## config.mk

```make
export PLATFORM = sky130hd
export DESIGN_NAME = ssy_rr_arb
export DESIGN_NICKNAME = d
export VERILOG_FILES = /design/src/rtl/ssy_rr_arb.sv
export SDC_FILE = /design/constraint.sdc
export NUM_CORES = 1
export LEC_CHECK = 0
export ABC_AREA = 1
export ABC_CLOCK_PERIOD_IN_PS = 1600
export BUFFER_PORTS_ARGS = -buffer_cell sky130_fd_sc_hd__clkbuf_2
export CORE_AREA = 4 4 54 68
export CTS_CLUSTER_DIAMETER = 200
export DETAILED_ROUTE_END_ITERATION = 12
export DIE_AREA = 0 0 58 72
export GPL_ROUTABILITY_DRIVEN = 1
export SYNTH_ARGS = -nofsm -noshare
export SYNTH_HDL_FRONTEND = slang
export SYNTH_SLANG_ARGS = --single-unit
```

## constraint.sdc

```tcl
create_clock -name clk -period 1.6 [get_ports clk]
set_input_delay 0.32 -clock clk [delete_from_list [all_inputs] [get_ports clk]]
set_output_delay 0.32 -clock clk [all_outputs]
set_load 0.01 [all_outputs]
```

## src/rtl/ssy_rr_arb.sv

```systemverilog
// Round-robin arbiter: captures per-channel requests, grants one channel for GRANT_CYCLES, then COOLDOWN gap.
// Latency: request sampled at edge t is granted after edge t+1; a channel's request is ignored while its idle is low.
module ssy_rr_arb #(
  parameter int NUM_CH       = 4,
  parameter int GRANT_CYCLES = 2,
  parameter int COOLDOWN     = 1,
  parameter int CW           = $clog2(NUM_CH)
) (
  input  logic              clk,
  input  logic              reset,
  input  logic [NUM_CH-1:0] request,
  output logic [NUM_CH-1:0] idle,
  output logic [NUM_CH-1:0] granted,
  output logic              grant_valid,
  output logic [CW-1:0]     grant_id
);

  localparam int CNT_W = $clog2(GRANT_CYCLES + COOLDOWN + 1);

  typedef enum logic [1:0] {ARB, GRANT, COOL} state_t;

  state_t            state;
  logic [NUM_CH-1:0] pend;
  logic [NUM_CH-1:0] clr_mask;
  logic [NUM_CH-1:0] sel_oh;
  logic [CW-1:0]     ptr;
  logic [CW-1:0]     sel_id;
  logic [CW-1:0]     nxt_ptr;
  logic [CNT_W-1:0]  cnt;
  logic              sel_vld;
  logic              grant_done;

  assign idle       = ~pend;
  assign grant_done = (state == GRANT) && (cnt == '0);
  assign nxt_ptr    = (grant_id == CW'(NUM_CH - 1)) ? '0 : grant_id + 1'b1;

  // granted is one-hot on the served channel, so it doubles as the pend clear mask
  always_comb begin
    clr_mask = '0;
    if (grant_done) clr_mask = granted;
  end

  // Scan from the highest offset down so the channel nearest ptr wins
  always_comb begin
    int idx;
    sel_vld = 1'b0;
    sel_id  = '0;
    sel_oh  = '0;
    idx     = 0;
    for (int k = NUM_CH - 1; k >= 0; k--) begin
      idx = int'(ptr) + k;
      if (idx >= NUM_CH) idx = idx - NUM_CH;
      if (pend[CW'(idx)]) begin
        sel_vld = 1'b1;
        sel_id  = CW'(idx);
      end
    end
    sel_oh[sel_id] = sel_vld;
  end

  always_ff @(posedge clk or posedge reset) begin
    if (reset) begin
      state       <= ARB;
      pend        <= '0;
      ptr         <= '0;
      cnt         <= '0;
      granted     <= '0;
      grant_valid <= 1'b0;
      grant_id    <= '0;
    end else begin
      pend <= (pend | (request & idle)) & ~clr_mask;
      case (state)
        ARB: begin
          if (sel_vld) begin
            granted     <= sel_oh;
            grant_valid <= 1'b1;
            grant_id    <= sel_id;
            cnt         <= CNT_W'(GRANT_CYCLES - 1);
            state       <= GRANT;
          end
        end
        GRANT: begin
          if (cnt == '0) begin
            granted     <= '0;
            grant_valid <= 1'b0;
            grant_id    <= '0;
            ptr         <= nxt_ptr;
            if (COOLDOWN > 0) begin
              cnt   <= CNT_W'(COOLDOWN - 1);
              state <= COOL;
            end else begin
              state <= ARB;
            end
          end else begin
            cnt <= cnt - 1'b1;
          end
        end
        COOL: begin
          if (cnt == '0) state <= ARB;
          else           cnt   <= cnt - 1'b1;
        end
        default: state <= ARB;
      endcase
    end
  end

endmodule

```

==> impl_metrics.xml <==
<?xml version="1.0" encoding="UTF-8"?>
<metrics>
  <group name="timing">
    <metric name="layout_min_cycle_time" unit="ps">1500</metric>
    <metric name="final-setup-viol-count" unit="">0</metric>
    <metric name="relSlewSlack" unit="%">85.0</metric>
    <metric name="fin_skew" unit="ps">9.79</metric>
    <metric name="timing.final.ws_setup" unit="ps">98.3</metric>
    <metric name="hold_violation_count_in_the_final_report" unit="">0</metric>
    <metric name="tightestPinTransition" unit="ps">224</metric>
    <metric name="grt_setup_unrepaired" unit="">yes</metric>
    <metric name="drv_slew" unit="">0</metric>
    <metric name="min_period_over_period" unit="%">93.9</metric>
    <metric name="max_freq" unit="MHz">666</metric>
  </group>
  <group name="placement">
    <metric name="portBuffers" unit="">16</metric>
    <metric name="hpwl" unit="um">1950</metric>
    <metric name="globalplace.congestion" unit="">0.892</metric>
    <metric name="detailedPlace.worstSlack" unit="ps">30.4</metric>
  </group>
  <group name="critical_path">
    <metric name="worst_r2r_endpoint" unit="">granted[3]$_DFFE_PP0P_</metric>
    <metric name="worst-path-buf-inv" unit="">1</metric>
    <metric name="slowest_stage" unit="">sky130_fd_sc_hd__dfrtp_2</metric>
    <metric name="critical_path_arrival" unit="ps">1660</metric>
    <metric name="rr_startpoint" unit="">ptr[0]$_DFFE_PP0P_</metric>
    <metric name="cell_family_with_the_largest_share_of_critical_path_delay" unit="">simple AND/OR/NAND/NOR gates</metric>
    <metric name="worst-setup-path-type" unit="">reg2reg</metric>
    <metric name="internal_reg_to_reg_setup_slack" unit="ps">100</metric>
    <metric name="timing.critical_path.cells" unit="">buf_6, nand2_2, nand2_2, nand2_1, nand2_2, nor2_8, nor2_1, nand2_1, nand2_2, nand3_1, nand2_1</metric>
    <metric name="cpPeakStageDelay" unit="ps">460</metric>
    <metric name="critical_path_required" unit="ps">1760</metric>
    <metric name="setup.worst_path.end_class" unit="">register</metric>
    <metric name="crit_top_cell" unit="">sky130_fd_sc_hd__nand2_2</metric>
    <metric name="setup.worst_path.start_class" unit="">register</metric>
    <metric name="timing.reg2reg.worst_path_depth" unit="">11</metric>
    <metric name="critical_path_peak_fanout" unit="">6</metric>
  </group>
  <group name="floorplan">
    <metric name="floorplan.initialDensity" unit="%">36.2</metric>
    <metric name="dieArea" unit="mm2">0.00418</metric>
    <metric name="floorplan_die_height" unit="um">72</metric>
    <metric name="die_width" unit="um">58</metric>
    <metric name="ios" unit="">17</metric>
    <metric name="num_rows" unit="">23</metric>
    <metric name="core_region_area" unit="mm2">0.00311</metric>
  </group>
  <group name="power_and_ir_drop">
    <metric name="power.density" unit="mW/mm2">2120</metric>
    <metric name="total_power" unit="mW">2.90</metric>
    <metric name="p_leak" unit="nW">0.749</metric>
    <metric name="vdd_ir_drop_max" unit="mV">0.932</metric>
  </group>
  <group name="grt">
    <metric name="largest_net_degree_at_the_start_of_global_routing" unit="">18</metric>
    <metric name="global_route.usage.met1" unit="%">15.0</metric>
    <metric name="global_route_wire_length_before_repair" unit="um">4410</metric>
    <metric name="globalRouteMet2Util" unit="%">24.0</metric>
    <metric name="number_of_antenna_violations_at_the_first_check_in_global_routing" unit="">0</metric>
    <metric name="met3_usage_in_global_routing" unit="%">2.14</metric>
    <metric name="overflow" unit="">0</metric>
    <metric name="track_usage" unit="%">13.3</metric>
    <metric name="vias_in_the_first_global_route" unit="">1036</metric>
    <metric name="grt.busiest_layer" unit="">met2</metric>
  </group>
  <group name="logic_synthesis">
    <metric name="synth_cells" unit="">151</metric>
    <metric name="yosysTopAreaCell" unit="">sky130_fd_sc_hd__dfrtp_1</metric>
    <metric name="synth_warnings" unit="">0</metric>
    <metric name="syn_nets" unit="">164</metric>
    <metric name="post_synth_num_cell_types" unit="">23</metric>
    <metric name="synth_largest_type_area_fraction" unit="%">37.9</metric>
    <metric name="synth.cell_area" unit="mm2">0.00112</metric>
    <metric name="netlist_top_cells_area" unit="">sky130_fd_sc_hd__dfrtp_1 (38%), sky130_fd_sc_hd__nand2_1 (21%), sky130_fd_sc_hd__ha_1 (7.8%), sky130_fd_sc_hd__inv_1 (6.7%), sky130_fd_sc_hd__o21ai_0 (4.0%)</metric>
    <metric name="synth_seq_cells" unit="">17</metric>
    <metric name="synth_sequential_area_ratio" unit="%">37.9</metric>
    <metric name="synthesis.area_per_instance" unit="um2">7.44</metric>
  </group>
  <group name="routing">
    <metric name="drc_errors_left" unit="">0</metric>
    <metric name="drt_first_iter_violations" unit="">45</metric>
    <metric name="antenna_violating_nets_post_route" unit="">0</metric>
    <metric name="wirelength" unit="um">2510</metric>
    <metric name="route.vias.total" unit="">1004</metric>
    <metric name="wire_per_inst" unit="um">11.9</metric>
    <metric name="detailedRoute.firstPassIterationCount" unit="">4</metric>
    <metric name="post_drt_via_cell_ratio" unit="">4.76</metric>
  </group>
  <group name="clock_tree">
    <metric name="cts_made_buffers" unit="">3</metric>
    <metric name="cts-root-to-sink-buffers" unit="">2</metric>
    <metric name="postCtsHoldBufs" unit="">0</metric>
    <metric name="tritoncts_clock_tree" unit="">yes</metric>
    <metric name="tritoncts_num_sinks" unit="">17</metric>
    <metric name="htreeDepth" unit="">1</metric>
    <metric name="clock_tree.root_cell" unit="">sky130_fd_sc_hd__clkbuf_8</metric>
    <metric name="clkTransAtPathRegs" unit="ps">80</metric>
    <metric name="clock_insertion_delay_worst_skew" unit="ps">260</metric>
  </group>
  <group name="final_layout">
    <metric name="finalNetCount" unit="">188</metric>
    <metric name="layout-drive-gt1-share" unit="%">32.8</metric>
    <metric name="fillers" unit="">334</metric>
    <metric name="final-seq-area" unit="um2">428</metric>
    <metric name="area_growth_from_synthesis_to_layout" unit="%">21.7</metric>
    <metric name="antenna-diode-count" unit="">0</metric>
    <metric name="area_taken_by_multi_input_logic_gates" unit="um2">638</metric>
  </group>
  <group name="status">
    <metric name="run_status" unit="">finished clean</metric>
  </group>
  <group name="run">
    <metric name="drv_cap" unit="">0</metric>
  </group>
  <group name="min_path">
    <metric name="min-delay-path-class" unit="">in2async</metric>
  </group>
</metrics>
==> repair_timing <==
item	CTS	global route
setup endpoints to repair	0	12
gates resized for setup	0	19
buffers inserted	0	3
hold endpoints to repair	0	0
==> per-layer routing <==
| layer | vias up | wire length [um] |
|---|---|---|
| met4 | 0 | 83 |
| met3 | 9 | 74 |
| met5 | - | 0 |
| met2 | 22 | 1340 |
| li1 | 509 | - |
| met1 | 464 | 1010 |
==> power by group <==
part	total, mW	internal [mW]	switching (mW)
Combinational	1.80	0.665	1.14
Clock	0.341	0.176	0.166
Sequential	0.759	0.602	0.158
Total	2.90	1.44	1.46
==> logic make-up (layout without fill, tap and decap cells) <==
group,count (synthesis),in the layout,share of synthesized area (%)
and+or+nand+nor,87,87,37.0
buffers and inverters,25,48,9.24
DFF,17,17,37.9
AOI/OAI and AO/OA,15,15,8.13
adders and majority gates,7,7,7.79
==> sequential cells by signal (all words and copies together) (netlist names) <==
register / cells
cnt: 2
granted: 4
grant_valid: 1
state: 2
pend: 4
ptr: 2
grant_id: 2
==> cells in the final DEF, fill, tap and decap left out, types with 2 or more instances in the layout <==
cell type | netlist | final
sky130_fd_sc_hd__nand2_1 | 63 | 56
sky130_fd_sc_hd__inv_1 | 20 | 19
sky130_fd_sc_hd__clkbuf_2 | 0 | 16
sky130_fd_sc_hd__dfrtp_1 | 17 | 15
sky130_fd_sc_hd__nand2_2 | 7 | 14
sky130_fd_sc_hd__o21ai_0 | 9 | 9
sky130_fd_sc_hd__ha_1 | 7 | 7
sky130_fd_sc_hd__nand3_1 | 6 | 5
sky130_fd_sc_hd__inv_2 | 3 | 4
sky130_fd_sc_hd__nor2_1 | 3 | 3
sky130_fd_sc_hd__clkbuf_8 | 0 | 3
sky130_fd_sc_hd__buf_4 | 0 | 3
sky130_fd_sc_hd__and2_4 | 0 | 2
sky130_fd_sc_hd__a21oi_2 | 2 | 2
sky130_fd_sc_hd__dfrtp_2 | 0 | 2
==> cell usage after synthesis, drive strengths merged <==
master / number
dfrtp: 17
o211ai: 1
inv: 24
and2: 2
o31ai: 1
nand3b: 1
a21oi: 3
nand2: 71
ha: 7
o21ai: 10
nor2: 5
nand3: 7
nand4: 1
buf: 1
==> worst max-delay path by stage <==
stage                             startpoint                endpoint  slack, ps  cells after the start
after floorplan           ptr[0]$_DFFE_PP0P_    state[0]$_DFFE_PP0P_        230                     10
after global placement    ptr[0]$_DFFE_PP0P_  granted[3]$_DFFE_PP0P_         70                     11
after detailed placement  ptr[0]$_DFFE_PP0P_  granted[1]$_DFFE_PP0P_         30                     11
after CTS                 ptr[0]$_DFFE_PP0P_  granted[2]$_DFFE_PP0P_         20                      9
after global routing      ptr[0]$_DFFE_PP0P_    state[0]$_DFFE_PP0P_        -20                     12
final                     ptr[0]$_DFFE_PP0P_  granted[3]$_DFFE_PP0P_        100                     11
==> worst register-to-register path: cells and delay by family, from the launching register on <==
family	cells	cell delay [ps]
flops	1	460
simple gates	10	780
buf+inv	1	150
==> per-stage QoR <==
step / instances / util (%) / area, um2 / hold WS, ps / setup TNS [ps]
2_1_floorplan: 151 / - / 1120 / 246 / 0
3_3_place_gp: 204 / 40.1 / 1250 / 322 / 0
3_5_place_dp: 204 / 40.1 / 1250 / 329 / 0
4_1_cts: 208 / 41.7 / 1290 / 44.7 / 0
5_1_grt: 211 / 44.0 / 1370 / 61.8 / -87.6
6_report: 211 / 44.0 / 1370 / 30.5 / 0
==> layout make-up <==
cell class / count / area share, %
tap: 37 / 3.39
clock buffer: 3 / 3.02
clock inverter: 1 / 0.549
timing repair buffer: 20 / 8.33
sequential: 17 / 31.3
multi-input combinational: 109 / 46.7
inverter: 24 / 6.77
No activity file was read; power rests on OpenSTA's default activity.
